[src/rtl/gate_test_pkg.sv]
// gate_test_pkg: shared FSM state type and 2-input truth-table constants for gate sweeps
package gate_test_pkg;
    typedef enum logic [1:0] {IDLE, APPLY, CHECK, DONE} state_t;
    localparam logic [3:0] TT_AND  = 4'b1000;
    localparam logic [3:0] TT_OR   = 4'b1110;
    localparam logic [3:0] TT_XOR  = 4'b0110;
    localparam logic [3:0] TT_NAND = 4'b0111;
endpackage

[src/rtl/gate_truth_sequencer.sv]
// gate_truth_sequencer: sweeps every input vector of a gate, samples after a settle interval, checks it against TRUTH
// Ports: clk, rst (sync, active-high), start (sweep request, IDLE only), dut_in (vector to gate), dut_out (gate output),
//        busy, done (1-cycle pulse), pass, err_count, fail_valid, fail_vec (first mismatching vector)
module gate_truth_sequencer
    import gate_test_pkg::*;
#(
    parameter int                   N_IN   = 2,
    parameter int                   SETTLE = 1,
    parameter logic [2**N_IN-1:0]   TRUTH  = TT_AND
) (
    input  logic            clk,
    input  logic            rst,
    input  logic            start,
    output logic [N_IN-1:0] dut_in,
    input  logic            dut_out,
    output logic            busy,
    output logic            done,
    output logic            pass,
    output logic [N_IN:0]   err_count,
    output logic            fail_valid,
    output logic [N_IN-1:0] fail_vec
);
    localparam int SW = $clog2(SETTLE + 1);

    state_t          state, state_nx;
    logic [N_IN-1:0] vec;
    logic [SW-1:0]   settle_cnt;
    logic            last_settle, last_vec, mismatch;

    assign dut_in      = vec;
    assign busy        = state != IDLE;
    assign done        = state == DONE;
    assign last_settle = settle_cnt == SW'(SETTLE - 1);
    assign last_vec    = &vec;
    assign mismatch    = dut_out != TRUTH[vec];

    always_ff @(posedge clk) begin
        if (rst) state <= IDLE;
        else     state <= state_nx;
    end

    always_comb begin
        state_nx = state == IDLE  ? (start ? APPLY : IDLE) :
                   state == APPLY ? (last_settle ? CHECK : APPLY) :
                   state == CHECK ? (last_vec ? DONE : APPLY) : IDLE;
    end

    always_ff @(posedge clk) begin
        if (rst) begin
            vec        <= '0;
            settle_cnt <= '0;
            err_count  <= '0;
            fail_valid <= 1'b0;
            fail_vec   <= '0;
            pass       <= 1'b0;
        end else begin
            case (state)
                IDLE: if (start) begin
                    vec        <= '0;
                    settle_cnt <= '0;
                    err_count  <= '0;
                    fail_valid <= 1'b0;
                    fail_vec   <= '0;
                    pass       <= 1'b0;
                end
                APPLY: settle_cnt <= settle_cnt + 1'b1;
                CHECK: begin
                    if (mismatch) begin
                        err_count <= err_count + 1'b1;
                        if (!fail_valid) begin
                            fail_vec   <= vec;
                            fail_valid <= 1'b1;
                        end
                    end
                    // pass must reflect this final CHECK so it is valid together with done
                    if (last_vec) pass <= err_count == '0 && !mismatch;
                    else begin
                        vec        <= vec + 1'b1;
                        settle_cnt <= '0;
                    end
                end
                default: ;
            endcase
        end
    end
endmodule

[config.mk]
export PLATFORM = sky130hd
export DESIGN_NAME = gate_truth_sequencer
export DESIGN_NICKNAME = d
export VERILOG_FILES = /design/src/rtl/gate_test_pkg.sv /design/src/rtl/gate_truth_sequencer.sv
export SDC_FILE = /design/constraint.sdc
export NUM_CORES = 1
export LEC_CHECK = 0
export ABC_AREA = 1
export ABC_CLOCK_PERIOD_IN_PS = 1400
export CELL_PAD_IN_SITES_DETAIL_PLACEMENT = 1
export CELL_PAD_IN_SITES_GLOBAL_PLACEMENT = 2
export CORE_MARGIN = 2
export CORE_UTILIZATION = 25
export DETAILED_ROUTE_END_ITERATION = 6
export PLACE_DENSITY_LB_ADDON = 0.1
export SKIP_CTS_REPAIR_TIMING = 1
export SYNTH_ARGS = -nofsm -noshare
export SYNTH_HDL_FRONTEND = slang
export SYNTH_SLANG_ARGS = --single-unit
[constraint.sdc]
create_clock -name clk -period 1.4 [get_ports clk]
set_input_delay 0.14 -clock clk [delete_from_list [all_inputs] [get_ports clk]]
set_output_delay 0.14 -clock clk [all_outputs]
set_load 0.05 [all_outputs]
==> metrics.md <==
| Metric | Value |
|---|---|
| Non-Filler Instances | approximately 140 |
| Area grow syn2layout | 51.0% |
| Placed cell count | 133 |
| Gr usage total | 13.7% |
| Post-Synth XOR/XNOR Area | under 10% |
| DP Worst Slack | around 0.052 ns |
| Synth Area in Compound Gates | between 10 and 15% |
| M1 wire length | approximately 830 um |
| Syn Nets | just over 90 |
| Placer congestion estimate | between 0.7 and 0.8 |
| Largest net degree at the start of global routing | 9 |
| Top area cells in the synthesized netlist | dfxtp_1, nand2_1, ha_1 |
| Synth Area in Adders | 6.02% |
| Fillers | between 200 and 300 |
| Tightest Pin Transition | 0.260 ns |
| Worst EP arrival | roughly 1.1 ns |
| IO Pins | 15 |
| First-pass detailed-route iteration total | 4 |
| DRC Markers | 0 |
| Total number of H-tree levels | 1 |
| Post-synth ARST share | 0% |
| Fmax | approximately 0.80 GHz |
| Share of layout cells above drive strength 1 | 28.0% |
| Ant diodes | 0 |
| CTS root buf | clkbuf_4 |
| Initial antenna violation count | 0 |
| Worst hold stages | 4 |
| Avg Synthesized Cell Area | 7.33 um^2 |
| Int Pwr | approximately 630 uW |
| Synth Cell Area | 623 um^2 |
| Worst vdd ir | 0.000440 V |
| Num Clock Sinks | 12 |
| Initial Utilization | between 20% and 30% |
| Vias after detailed routing | 605 |
| Reg2reg start | dut_in[0] |
| Vias in the first global route | 571 |
| Clock buffer count from CTS | 3 |
| Post-Layout Inst Area | about 940 um^2 |
| Sw Ratio | approximately a third |
| Unrepaired setup endpoints after global routing | false |
| Post-synth top flop | dfxtp_1 |
| Logic pwr share | 28.6% |
| Routed len/inst | 12.2 um |
| Origin of the worst min-delay path | fail_vec[0] |
| Final WL | roughly 1.7 mm |
| Fin Setup TNS | 0 ns |
| Placed inst area | 897 um^2 |
| Latest clock arrival within the worst-skew pair | 0.29 ns |
| Die Width | around 54 um |
| Via density per instance | about 4.4 |
| Sequential share of the synthesized area | 38.6% |
| Worst-path clk slew | approximately 0.09 ns |
| Reg2reg setup slack | between 0.15 and 0.2 ns |
| Global-route wire length before repair | about 2.7 mm |
| Synth unique cells | 22 |
| Hold endpoint | fail_vec[0] |
| Worst Reg-to-Reg Cells | 5 |
| Tcrit/Tclk final | 89.0% |
| Post-synth top area cell | dfxtp_1 |
| Tmin final | roughly 1.2 ns |
| Site row count | 18 |
| Post-synth top area share | 38.6% |
| Setup ws final | ~0.15 ns |
| Die area | ~0.0029 mm^2 |
| Total number of yosys warnings | 0 |
| Largest family of logic cells by synthesized area | simple AND/OR/NAND/NOR gates |
| Critical Path Source | state[0] |
| Post-synth EDFFs | 0 |
| Worst Hold Class | reg -> reg |
| CTS tree | done |
| Overflow after GRT | 0 |
| Core area | between 0.002 and 0.0025 mm^2 |
| Met2 routed WL | approximately 720 um |
| Starting DRT DRC Count | 5 |
| Slew margin rel. | between 80% and 90% |
| Critical Path RT | around 1.3 ns |
| Clock share of power | roughly 31% |
| Leak Pwr | ~0.41 nW |
| Peak fanout along the critical path | 6 |
| Longest Clk Path Bufs | 2 |
| Net switching power | around 330 uW |
| Antenna viol nets, final | 0 |
| FF-to-FF End | dut_in[1] |
| WS Path Type | reg -> out |
| Sequential Power Share | 40.4% |
| Mux cell area share after synthesis | 0% |
| Status | finished clean |
| Setup Skew | around 0.0064 ns |
| Final setup viols | 0 |
| PortBufs | 14 |
| Synthesized instance count | 85 |
| Final design utilization | around two fifths |
| Max-cap violations | 0 |
| Final Hold Viols | 0 |
| Routed length on met3 | ~61 um |
| Final Net Count | between 100 and 150 |
| Total power divided by cell area | ~1000 mW/mm^2 |
| Slew Viols, Final | 0 |
| Critical Path Source Type | flip-flop |
| Highest metal used | met4 |
| CP endpoint kind | output pin |
| DP HPWL | ~1.2 mm |
| Simple-gate share of the synthesized area | a little under a third |
| Chip height | between 50 and 60 um |
| Synthesis-stage register bit count | 12 |
cell usage after synthesis (all sizes together), types with 2 or more instances:
cell type,count
o21ai,5
a21oi,7
ha,3
nand3b,2
inv,12
nand3,6
dfxtp,12
nand2,21
nand4,2
nor2,8
placed cells by master, fill, tap and decap left out, drive strengths merged:
| master | Yosys | layout |
|---|---|---|
| a21boi | 1 | 1 |
| a21oi | 7 | 7 |
| a31oi | 1 | 1 |
| buf | 1 | 16 |
| clkbuf | 0 | 4 |
| clkdlybuf4s50 | 0 | 3 |
| dfxtp | 12 | 12 |
| ha | 3 | 3 |
| inv | 12 | 12 |
| nand2 | 21 | 21 |
| nand3 | 6 | 6 |
| nand3b | 2 | 2 |
| nand4 | 2 | 2 |
| nor2 | 8 | 8 |
| nor3 | 1 | 1 |
| o211ai | 1 | 1 |
| o21a | 1 | 1 |
| o21ai | 5 | 5 |
| xor2 | 1 | 1 |
through the flow:
stage               power [mW]  hold WS [ns]
finish                   0.960         0.515
CTS                      0.977         0.519
detailed placement       0.669         0.505
global placement         0.669         0.498
floorplan                0.559         0.356
global route              1.02         0.550
routing by layer:
layer | vias to the layer above | global-route usage (%)
li1 | 323 | -
met1 | 265 | 18.0
met2 | 12 | 19.1
met3 | 5 | 2.50
met4 | 0 | 11.5
met5 | - | 0
critical path, stage by stage, from the launching register on:
cell and delay [ns]:
dfxtp_1 0.47, inv_2 0.09, nand2_1 0.11, buf_12 0.14
power by group through the flow:
| stage | clock [mW] | combinational (mW) | sequential (mW) |
|---|---|---|---|
| after floorplan | 0 | 0.109 | 0.450 |
| after global placement | 0 | 0.273 | 0.395 |
| after detailed placement | 0 | 0.273 | 0.395 |
| after CTS | 0.316 | 0.274 | 0.388 |
| after global routing | 0.323 | 0.299 | 0.393 |
| final | 0.298 | 0.275 | 0.388 |
sequential cells by signal (all words and copies together), names as in the netlist:
name and cells:
settle_cnt 1, fail_vec 2, err_count 3, state 2, fail_valid 1, pass 1, dut_in 2
area by class of cell:
class / instances / area, um^2 / area share (%)
repair buffers: 19 / 238 / 25.3
flip-flops and latches: 12 / 243 / 25.8
multi-input cells: 60 / 342 / 36.3
inverters: 12 / 45.0 / 4.79
well taps: 30 / 37.5 / 3.99
clock buffers: 4 / 36.3 / 3.86
worst max path at each step:
stage | end | slack (ns) | cells after the start
floorplan | err_count[0] | 0.03 | 6
finish | busy | 0.15 | 3
CTS | dut_in[1] | 0.08 | 5
detailed placement | dut_in[1] | 0.05 | 5
global placement | dut_in[1] | 0.02 | 5
global route | fail_vec[0] | 0.03 | 7
logic make-up (layout without fill, tap and decap cells):
group	after synthesis	in the layout
flops	12	12
fa+ha+maj	3	3
compound gates	16	16
xor+xnor	1	1
buf+inv	13	35
simple gates	40	40
(Power assumes the default switching activity.)
